==> src/rtl/muldiv_pkg.sv <==
// muldiv_pkg: op/state encodings and latency constants shared by decode, execute and the mul/div unit.
package muldiv_pkg;
    localparam int MD_MUL_CYCLES  = 2;
    localparam int MD_DIV_ITERS   = 32;
    localparam int MD_DIV_LATENCY = MD_DIV_ITERS + 2;

    typedef enum logic [2:0] {MD_NONE, MD_MULT, MD_MULTU, MD_DIV, MD_DIVU} muldiv_op_t;
    typedef enum logic [2:0] {ST_IDLE, ST_MUL, ST_DIV, ST_FIX, ST_DONE} md_state_t;
endpackage

==> src/rtl/muldiv_if.sv <==
// muldiv_if: execute-stage request/hazard bundle between the pipeline (master) and the mul/div unit (slave).
interface muldiv_if;
    import muldiv_pkg::*;
    logic        valid;
    muldiv_op_t  op;
    logic [31:0] a;
    logic [31:0] b;
    logic        stall;
    logic        flush;
    logic        ok;
    logic [31:0] hi;
    logic [31:0] lo;

    modport master (output valid, op, a, b, stall, flush, input ok, hi, lo);
    modport slave  (input valid, op, a, b, stall, flush, output ok, hi, lo);
endinterface

==> src/rtl/div_core.sv <==
// div_core: iterative restoring unsigned divider, one quotient bit per cycle.
// The first step is taken on the start edge itself, so busy covers the remaining ITERS-1 steps.
module div_core #(
    parameter int ITERS = 32
) (
    input  logic        clk,
    input  logic        resetn,
    input  logic        start,
    input  logic        kill,
    input  logic [31:0] dividend,
    input  logic [31:0] divisor,
    output logic        busy,
    output logic [31:0] quotient,
    output logic [31:0] remainder
);
    localparam int CW = $clog2(ITERS + 1);

    logic [CW-1:0] cnt_q, cnt_d;
    logic [31:0]   rem_q, rem_d, quo_q, quo_d, dvs_q, dvs_d, src_rem, src_quo;
    logic [32:0]   shifted, diff;
    logic          step;

    assign busy    = cnt_q != '0;
    assign step    = start || busy;
    assign src_rem = start ? '0 : rem_q;
    assign src_quo = start ? dividend : quo_q;
    assign dvs_d   = start ? divisor : dvs_q;
    assign shifted = {src_rem, src_quo[31]};
    assign diff    = shifted - {1'b0, dvs_d};
    assign rem_d   = !step ? rem_q : diff[32] ? shifted[31:0] : diff[31:0];
    assign quo_d   = !step ? quo_q : {src_quo[30:0], !diff[32]};
    assign cnt_d   = kill ? '0 : start ? CW'(ITERS - 1) : busy ? cnt_q - CW'(1) : cnt_q;

    always_ff @(posedge clk) begin
        if (!resetn) begin
            cnt_q <= '0;
            rem_q <= '0;
            quo_q <= '0;
            dvs_q <= '0;
        end else begin
            cnt_q <= cnt_d;
            rem_q <= rem_d;
            quo_q <= quo_d;
            dvs_q <= dvs_d;
        end
    end

    assign quotient  = quo_q;
    assign remainder = rem_q;
endmodule

==> src/rtl/muldiv_unit.sv <==
// muldiv_unit: multi-cycle MULT/MULTU/DIV/DIVU engine; holds ok low while an op is in flight and
// keeps the {hi,lo} result in DONE until execute advances.
module muldiv_unit
    import muldiv_pkg::*;
#(
    parameter int MUL_CYCLES = MD_MUL_CYCLES,
    parameter int DIV_ITERS  = MD_DIV_ITERS
) (
    input logic     clk,
    input logic     resetn,
    muldiv_if.slave md
);
    localparam int CW = $clog2(MUL_CYCLES + 1);

    md_state_t     state_q, state_d;
    logic [CW-1:0] cnt_q, cnt_d;
    muldiv_op_t    op_q, mop;
    logic [31:0]   a_q, b_q, hi_q, hi_d, lo_q, lo_d, ma, mb, quo, rem, dvd, dvs;
    logic [63:0]   prod;
    logic          accept, is_mul, is_div, msgn, dsgn, qneg, rneg, busy;

    assign accept = state_q == ST_IDLE && md.valid && !md.flush;
    assign is_mul = md.op == MD_MULT || md.op == MD_MULTU;
    assign is_div = md.op == MD_DIV || md.op == MD_DIVU;

    // Live operands are only needed when a single-cycle multiply completes on its accept edge.
    assign mop  = state_q == ST_IDLE ? md.op : op_q;
    assign ma   = state_q == ST_IDLE ? md.a : a_q;
    assign mb   = state_q == ST_IDLE ? md.b : b_q;
    assign msgn = mop == MD_MULT;
    assign prod = $signed({{32{msgn & ma[31]}}, ma}) * $signed({{32{msgn & mb[31]}}, mb});

    // The core divides magnitudes; signs are reapplied in FIX from the latched operands.
    assign dsgn = md.op == MD_DIV;
    assign dvd  = dsgn && md.a[31] ? -md.a : md.a;
    assign dvs  = dsgn && md.b[31] ? -md.b : md.b;
    assign qneg = op_q == MD_DIV && (a_q[31] ^ b_q[31]);
    assign rneg = op_q == MD_DIV && a_q[31];

    div_core #(.ITERS(DIV_ITERS)) u_div (
        .clk       (clk),
        .resetn    (resetn),
        .start     (accept && is_div),
        .kill      (md.flush),
        .dividend  (dvd),
        .divisor   (dvs),
        .busy      (busy),
        .quotient  (quo),
        .remainder (rem)
    );

    always_comb begin
        state_d = state_q;
        cnt_d   = cnt_q;
        hi_d    = hi_q;
        lo_d    = lo_q;
        if (md.flush) state_d = ST_IDLE;
        else case (state_q)
            ST_IDLE: if (md.valid && is_mul) begin
                state_d = MUL_CYCLES == 1 ? ST_DONE : ST_MUL;
                cnt_d   = CW'(MUL_CYCLES - 1);
                if (MUL_CYCLES == 1) {hi_d, lo_d} = prod;
            end else if (md.valid && is_div) state_d = ST_DIV;
            ST_MUL: begin
                cnt_d = cnt_q - CW'(1);
                if (cnt_q == CW'(1)) begin
                    state_d      = ST_DONE;
                    {hi_d, lo_d} = prod;
                end
            end
            ST_DIV:  state_d = busy ? ST_DIV : ST_FIX;
            ST_FIX: begin
                state_d = ST_DONE;
                lo_d    = b_q == '0 ? '1 : qneg ? -quo : quo;
                hi_d    = b_q == '0 ? a_q : rneg ? -rem : rem;
            end
            ST_DONE: state_d = md.stall ? ST_DONE : ST_IDLE;
            default: state_d = ST_IDLE;
        endcase
    end

    always_ff @(posedge clk) begin
        if (!resetn) begin
            state_q <= ST_IDLE;
            cnt_q   <= '0;
            hi_q    <= '0;
            lo_q    <= '0;
            op_q    <= MD_NONE;
            a_q     <= '0;
            b_q     <= '0;
        end else begin
            state_q <= state_d;
            cnt_q   <= cnt_d;
            hi_q    <= hi_d;
            lo_q    <= lo_d;
            if (accept) begin
                op_q <= md.op;
                a_q  <= md.a;
                b_q  <= md.b;
            end
        end
    end

    assign md.ok = state_q == ST_DONE || (state_q == ST_IDLE && !md.valid);
    assign md.hi = hi_q;
    assign md.lo = lo_q;
endmodule

==> src/flat_wrapper.sv <==
// flat-port wrapper written by rule: the top's interface ports become plain ports
module muldiv_unit_flat import muldiv_pkg::*;
#(
    parameter int MUL_CYCLES = MD_MUL_CYCLES,
    parameter int DIV_ITERS  = MD_DIV_ITERS
)
  (clk, resetn, md_valid, md_op, md_a, md_b, md_stall, md_flush, md_ok, md_hi, md_lo);
  muldiv_if md_i ();
  input logic clk;
  input logic resetn;
  input wire logic [$bits(md_i.valid)-1:0] md_valid;
  input wire logic [$bits(md_i.op)-1:0] md_op;
  input wire logic [$bits(md_i.a)-1:0] md_a;
  input wire logic [$bits(md_i.b)-1:0] md_b;
  input wire logic [$bits(md_i.stall)-1:0] md_stall;
  input wire logic [$bits(md_i.flush)-1:0] md_flush;
  output wire logic [$bits(md_i.ok)-1:0] md_ok;
  output wire logic [$bits(md_i.hi)-1:0] md_hi;
  output wire logic [$bits(md_i.lo)-1:0] md_lo;
  assign md_i.valid = md_valid;
  assign md_i.op = md_op;
  assign md_i.a = md_a;
  assign md_i.b = md_b;
  assign md_i.stall = md_stall;
  assign md_i.flush = md_flush;
  assign md_ok = md_i.ok;
  assign md_hi = md_i.hi;
  assign md_lo = md_i.lo;
  muldiv_unit #(.MUL_CYCLES(MUL_CYCLES), .DIV_ITERS(DIV_ITERS)) u_core (.clk(clk), .resetn(resetn), .md(md_i));
endmodule
==> config.mk <==
export PLATFORM = sky130hd
export DESIGN_NAME = muldiv_unit_flat
export DESIGN_NICKNAME = d
export VERILOG_FILES = /design/src/rtl/muldiv_pkg.sv /design/src/rtl/muldiv_if.sv /design/src/rtl/div_core.sv /design/src/rtl/muldiv_unit.sv /design/src/flat_wrapper.sv
export SDC_FILE = /design/constraint.sdc
export NUM_CORES = 2
export LEC_CHECK = 0
export BUFFER_PORTS_ARGS = -buffer_cell sky130_fd_sc_hd__buf_2
export CAP_MARGIN = 15
export CORE_ASPECT_RATIO = 0.75
export CORE_UTILIZATION = 50
export CTS_CLUSTER_SIZE = 14
export DETAILED_ROUTE_END_ITERATION = 6
export GPL_TIMING_DRIVEN = 0
export PLACE_DENSITY = 0.69
export SYNTH_ARGS = -nofsm -noshare
export SYNTH_HDL_FRONTEND = slang
export SYNTH_SLANG_ARGS = --single-unit
export TNS_END_PERCENT = 5
==> constraint.sdc <==
create_clock -name clk -period 9 [get_ports clk]
set_clock_uncertainty 0.1 [all_clocks]
set_input_delay 0.9 -clock clk [delete_from_list [all_inputs] [get_ports clk]]
set_output_delay 0.9 -clock clk [all_outputs]
set_load 0.02 [all_outputs]
Word-level counts from Yosys, hierarchy flattened
Cells that the tools add are included.
{"block": "totals", "regBits": 238, "input_bits": 72, "out_inout_bits": 65, "wordCells": 94}
{"block": "classes", "n_addsub": 7, "mul": 1, "n_eq_ne": 14, "mux": 27, "bitwise": 5, "n_reduce_logical": 28}
{"operator": "32-bit two-way mux", "n": 14}
{"operator": "32-bit negation", "n": 4}
{"operator": "32-bit one-hot mux with 2 select lines", "n": 2}
{"operator": "33-bit by 33-bit multiplier with 64-bit output", "n": 1}
{"operator": "33-bit by 32-bit subtractor with 33-bit output", "n": 1}
{"operator": "32-bit zero test", "n": 1}
{"operator": "3-bit by 2-bit equality test with 1-bit output (second input constant)", "n": 5}
{"operator": "3-bit two-way mux", "n": 5}
{"operator": "3-bit one-hot mux with 5 select lines", "n": 1}
{"operator": "1-bit logical AND", "n": 10}
{"operator": "5-bit two-way mux", "n": 2}
{"operator": "3-bit by 1-bit equality test with 1-bit output (second input constant)", "n": 3}
{"operator": "3-bit equality test (second input constant)", "n": 2}
{"operator": "3-bit AND reduction", "n": 2}
{"operator": "2-bit nonzero test", "n": 3}
{"operator": "6-bit nonzero test", "n": 1}
{"operator": "6-bit by 1-bit subtractor with 6-bit output (second input constant)", "n": 1}
{"operator": "1-bit logical OR", "n": 4}
{"operator": "2-bit one-hot mux with 2 select lines", "n": 1}
{"operator": "1-bit zero test", "n": 3}
{"operator": "3-bit zero test", "n": 1}
{"operator": "3-bit != test (second input constant)", "n": 1}
{"operator": "3-bit OR reduction", "n": 1}
{"operator": "1-bit AND", "n": 2}
{"operator": "other kinds (10)", "n": 11}

Longest topological paths before layout
{"block": "depth", "word_depth": 7, "depth_mapped": 34, "mapped_depth_nobuf": 31}

By module
A second synthesis with hierarchy kept.
{"block": "unflattened", "hier_cells": 6213, "area_unflattened_um2": 52658.0}
{"mod": "muldiv_unit", "n_inst": 1, "cells_per_inst": 5445, "area_each_um2": 46724.8, "seq_area_each_um2": 2722.6}
{"mod": "div_core", "n_inst": 1, "cells_per_inst": 768, "area_each_um2": 5933.2, "seq_area_each_um2": 2042.0}

Least setup slack after synthesis
No wires, ideal clock.
{"block": "synth_path", "kind": "register to register", "start": "register u_core.state_q[2]", "end": "register u_core.hi_q[28] (netlist: u_core.md.hi[28])", "setup_time_ns": 0.059, "t_arrival_ns": 9.073, "required_time_ns": 8.841, "path_slack_ns": -0.232, "stages_incl_launch_ff": 34, "path_buffers": 5, "synth_period_minus_slack_ns": 9.232, "path_cell_list": "dfxtp_1 nor3_1 buf_2 buf_2 buf_1 buf_1 mux2i_1 nor2_1 fa_1 inv_1 fa_1 inv_1 fa_1 fa_1 inv_1 fa_1 inv_1 fa_1 inv_1 fa_1 fa_1 inv_1 ha_1 clkbuf_1 a21o_1 a21oi_1 o21bai_1 a21o_1 a21o_1 a21o_1 a21oi_1 o41ai_1 a311oi_1 o31a_1"}
{"block": "synth_via", "elab_chain_cells": 7, "word_cells_on_any_way": 15, "cone_classes": "mul (1); eq/ne (4); mux (5); bitwise (2); reduce/logical (3)"}
{"element": "from (decl)", "line_no": "muldiv_unit.sv:15", "rtl": "md_state_t state_q, state_d;"}
{"element": "from (signal assigned)", "line_no": "muldiv_unit.sv:92", "rtl": "state_q <= state_d;"}
{"element": "3-bit zero test", "line_no": "muldiv_unit.sv:27, muldiv_unit.sv:28, muldiv_unit.sv:29"}
{"element": "3-bit two-way mux", "line_no": "muldiv_unit.sv:27", "rtl": "assign mop = state_q == ST_IDLE ? md.op : op_q;"}
{"element": "3-bit by 1-bit equality test with 1-bit output", "line_no": "muldiv_unit.sv:30", "rtl": "assign msgn = mop == MD_MULT;"}
{"element": "1-bit AND", "line_no": "muldiv_unit.sv:31", "rtl": "assign prod = $signed({{32{msgn & ma[31]}}, ma}) * $signed({{32{msgn & mb[31]}}, mb});"}
{"element": "33-bit by 33-bit multiplier with 64-bit output", "line_no": "muldiv_unit.sv:31"}
{"element": "32-bit two-way mux", "line_no": "muldiv_unit.sv:66", "rtl": "if (cnt_q == CW'(1)) begin"}
{"element": "32-bit one-hot mux with 2 select lines", "line_no": "muldiv_unit.sv:58", "rtl": "else case (state_q)"}
{"element": "to (signal assigned)", "line_no": "muldiv_unit.sv:94", "rtl": "hi_q <= hi_d;"}
{"element": "to (decl)", "line_no": "muldiv_unit.sv:18", "rtl": "logic [31:0] a_q, b_q, hi_q, hi_d, lo_q, lo_d, ma, mb, quo, rem, dvd, dvs;"}
Several ways; a longest one is shown, not always the timed one. The select of a mux whose other input is x is not followed.
A chain may end at the register's enable or synchronous reset.

Final worst setup path
{"block": "layout_path", "start": "register u_core.state_q[1]", "end": "register u_core.hi_q[30] (netlist: u_core.md.hi[30])"}
The elaborated chain is that of the path after synthesis.

==> results.tsv <==
metric	value	unit
status	finished with violations	
failed_checks	negative setup slack	
cpPeakStageDelay	0.73	ns
path_max_fanout	10	
drive_gt1_frac	0.118	
grt_pass1_vias	45560	
dr_total_vias	46638	
maxCapViolCount	0	
final_antenna_net_count	0	
cp-start-kind	flop	
fin_ws	-0.194	ns
io_buffer_count	121	
place_congestion	1.10	
drc_errors	0	
setup_violations	10	
place_hpwl	182	mm
layout_common_cells	1,168 x inv_1, 1,098 x fa_1, 1,087 x nand2_1, 450 x nor2_1, 235 x dfxtp_1	
syn_area	52800	um^2
grt_max_degree	25	
slew_headroom	0.141	
async_flop_share	0	
grt_pass1_wl	314	mm
core-area	104000	um^2
num-fill-cells	9589	
antenna_found_initial	13	
cp.required	9.32	ns
critPathSlowestCell	fa_2	
grt_setup_unrepaired	yes	
cts-root-buf	clkbuf_16	
clk_pin_slew	0.08	ns
clock_latency	0.59	ns
synth_top_flop_cell	dfxtp_1	
hold_class	reg -> reg	
final-hold-violation-count	0	
maxSlewViolCount	0	
crit_type	reg -> reg	
syn-mean-instance-area	8.56	um^2
dr.first_iter.drc_count	6473	
post-route-period-util	1.02	
via_per_inst	5.94	
crit_start	u_core.state_q[1]	
crit_arrival	9.52	ns
fmax	0.109	GHz
fin_nets	7867	
crit_buf_inv	10	
final_common_cell	inv_1	
ys_seq_elements	238	
dieArea	107000	um^2
grt_overflow	0	
start_util	0.508	
clock_sinks	238	
worst_pin_slew	1.28	ns
yosysWarnings	0	
syn_nets	7613	
htree_levels	1	
critPathTopFamily	adder cells	
dieWidth	377	um
netlist-cell-type-count	85	
r2r_start	u_core.state_q[1]	
critPathMostFrequentCell	fa_1	
io_pins	137	
cts_tree	built	
synth_edf_count	0	
min_period	9.19	ns
clock_path_buffers	3	
drt_wl_total	218	mm
grt_use_total	0.410	
area_growth	12.1	%
cts_made_buffers	25	
drt_pass1_iterations	6	
finalSetupTns	-1.09	ns
fp.dieH	283	um
ys_seq_area_frac	0.0903	
rows	102	
hold_path.startpoint	u_core.md.lo[15]	
wl_per_cell	27.7	um
endpoint_kind	flop	
synth_cells	6165	
-- cell families after synthesis --
family,synth area share
flip-flops,0.0903
XOR/XNOR,0.0357
adder cells (fa/ha/maj),0.486
AO/OA/AOI/OAI,0.103
AND/OR/NAND/NOR,0.152
multiplexers,0.0253
buffers and inverters,0.108
-- final timing paths --
| path | to | slack (ns) | cells after the start |
|---|---|---|---|
| setup / recovery | u_core.md.hi[30] | -0.19 | 30 |
| setup reg to reg | u_core.md.hi[30] | -0.19 | 30 |
| hold reg to reg | u_core.md.lo[15] | 0.36 | 2 |
| hold / removal | u_core.md.lo[15] | 0.36 | 2 |
-- per-layer routing --
layer,track usage,vias to the layer above,wire length [um]
met5,0,-,105
met4,0.148,16,10100
met3,0.152,482,34700
met2,0.547,3143,84900
met1,0.601,23560,87800
li1,-,19437,-
-- area by class of cell --
class	instances	area (um^2)	share of cell area
well taps	1404	1760	0.0297
clock buffers	32	692	0.0117
inverters	1179	4440	0.0750
clock inverters	13	158	0.00267
flip-flops and latches	238	4770	0.0807
multi-input cells	4414	43500	0.736
plain buffers	315	2040	0.0345
repair buffers	246	1740	0.0294
diodes	7	17.5	0.000296
-- flip-flops by register name, indices dropped and copies added (netlist names) --
signal,cells
u_core.cnt_q,2
u_core.a_q,32
u_core.u_div.dvs_q,32
u_core.u_div.quotient,32
u_core.u_div.cnt_q,6
u_core.u_div.remainder,32
u_core.op_q,3
u_core.md.hi,32
u_core.b_q,32
u_core.state_q,3
u_core.md.lo,32
-- worst reg2reg max path: cells and delay by family, from the launching register on --
kind | cells | cell delay, ns
adders and majority gates | 9 | 4.67
buffers and inverters | 10 | 1.55
and+or+nand+nor | 5 | 0.98
AOI/OAI and AO/OA | 4 | 0.86
DFF | 1 | 0.34
muxes | 1 | 0.33
xor gates and xnor gates | 1 | 0.22
-- Yosys cell counts (6+ instances only) --
library cell	instances	area, um^2
o211ai_1	45	338
a41oi_1	7	61.3
nor2b_1	45	282
and2_1	68	425
dfxtp_1	238	4760
nor3_1	35	175
a211oi_1	15	113
fa_1	1126	22500
nand3b_1	7	52.6
or2_2	8	50.1
nor2_1	455	1710
o31ai_1	14	105
a21boi_0	99	743
nor4_1	22	138
and3_1	14	87.6
o41ai_1	10	87.6
mux2_2	66	743
nand3_1	51	255
buf_2	10	50.1
o22ai_1	8	50.1
nand2_1	1093	4100
o21bai_1	18	135
o21a_1	17	128
or4_1	8	60.1
xor2_1	75	657
and4_1	6	52.6
a31oi_1	41	257
buf_1	21	78.8
a21oi_1	220	1100
or3_1	13	81.3
inv_1	1178	4420
clkbuf_1	299	1120
ha_1	250	3130
a21o_1	51	383
o221ai_1	30	263
nand2b_1	20	125
nand4_1	19	119
o21ai_0	142	711
mux2i_1	59	591
o211a_1	38	380
xnor2_1	138	1210
-- through the flow --
stage / cells / util / setup slack [ns] / instance area [um^2] / hold slack [ns]
2_1_floorplan: 6165 / - / -0.0356 / 52800 / 0.347
3_3_place_gp: 7690 / 0.531 / -3.47 / 55100 / 0.352
3_5_place_dp: 7715 / 0.534 / -3.50 / 55400 / 0.358
4_1_cts: 7835 / 0.566 / 0.00217 / 58800 / 0.366
5_1_grt: 7841 / 0.569 / -0.283 / 59100 / 0.387
6_report: 7848 / 0.569 / -0.194 / 59200 / 0.365
-- timing repair --
action                     in CTS  in global routing
hold endpoints to repair        0                  0
pin swaps                      45                 29
setup endpoints to repair      51                 32
buffers inserted               89                  9
gates resized for setup       545                103
gates cloned                    2                  0
hold buffers                    0                  0
Power is not shown: default switching activity piles up to over one toggle a cycle in this logic, so the estimate is an artifact.
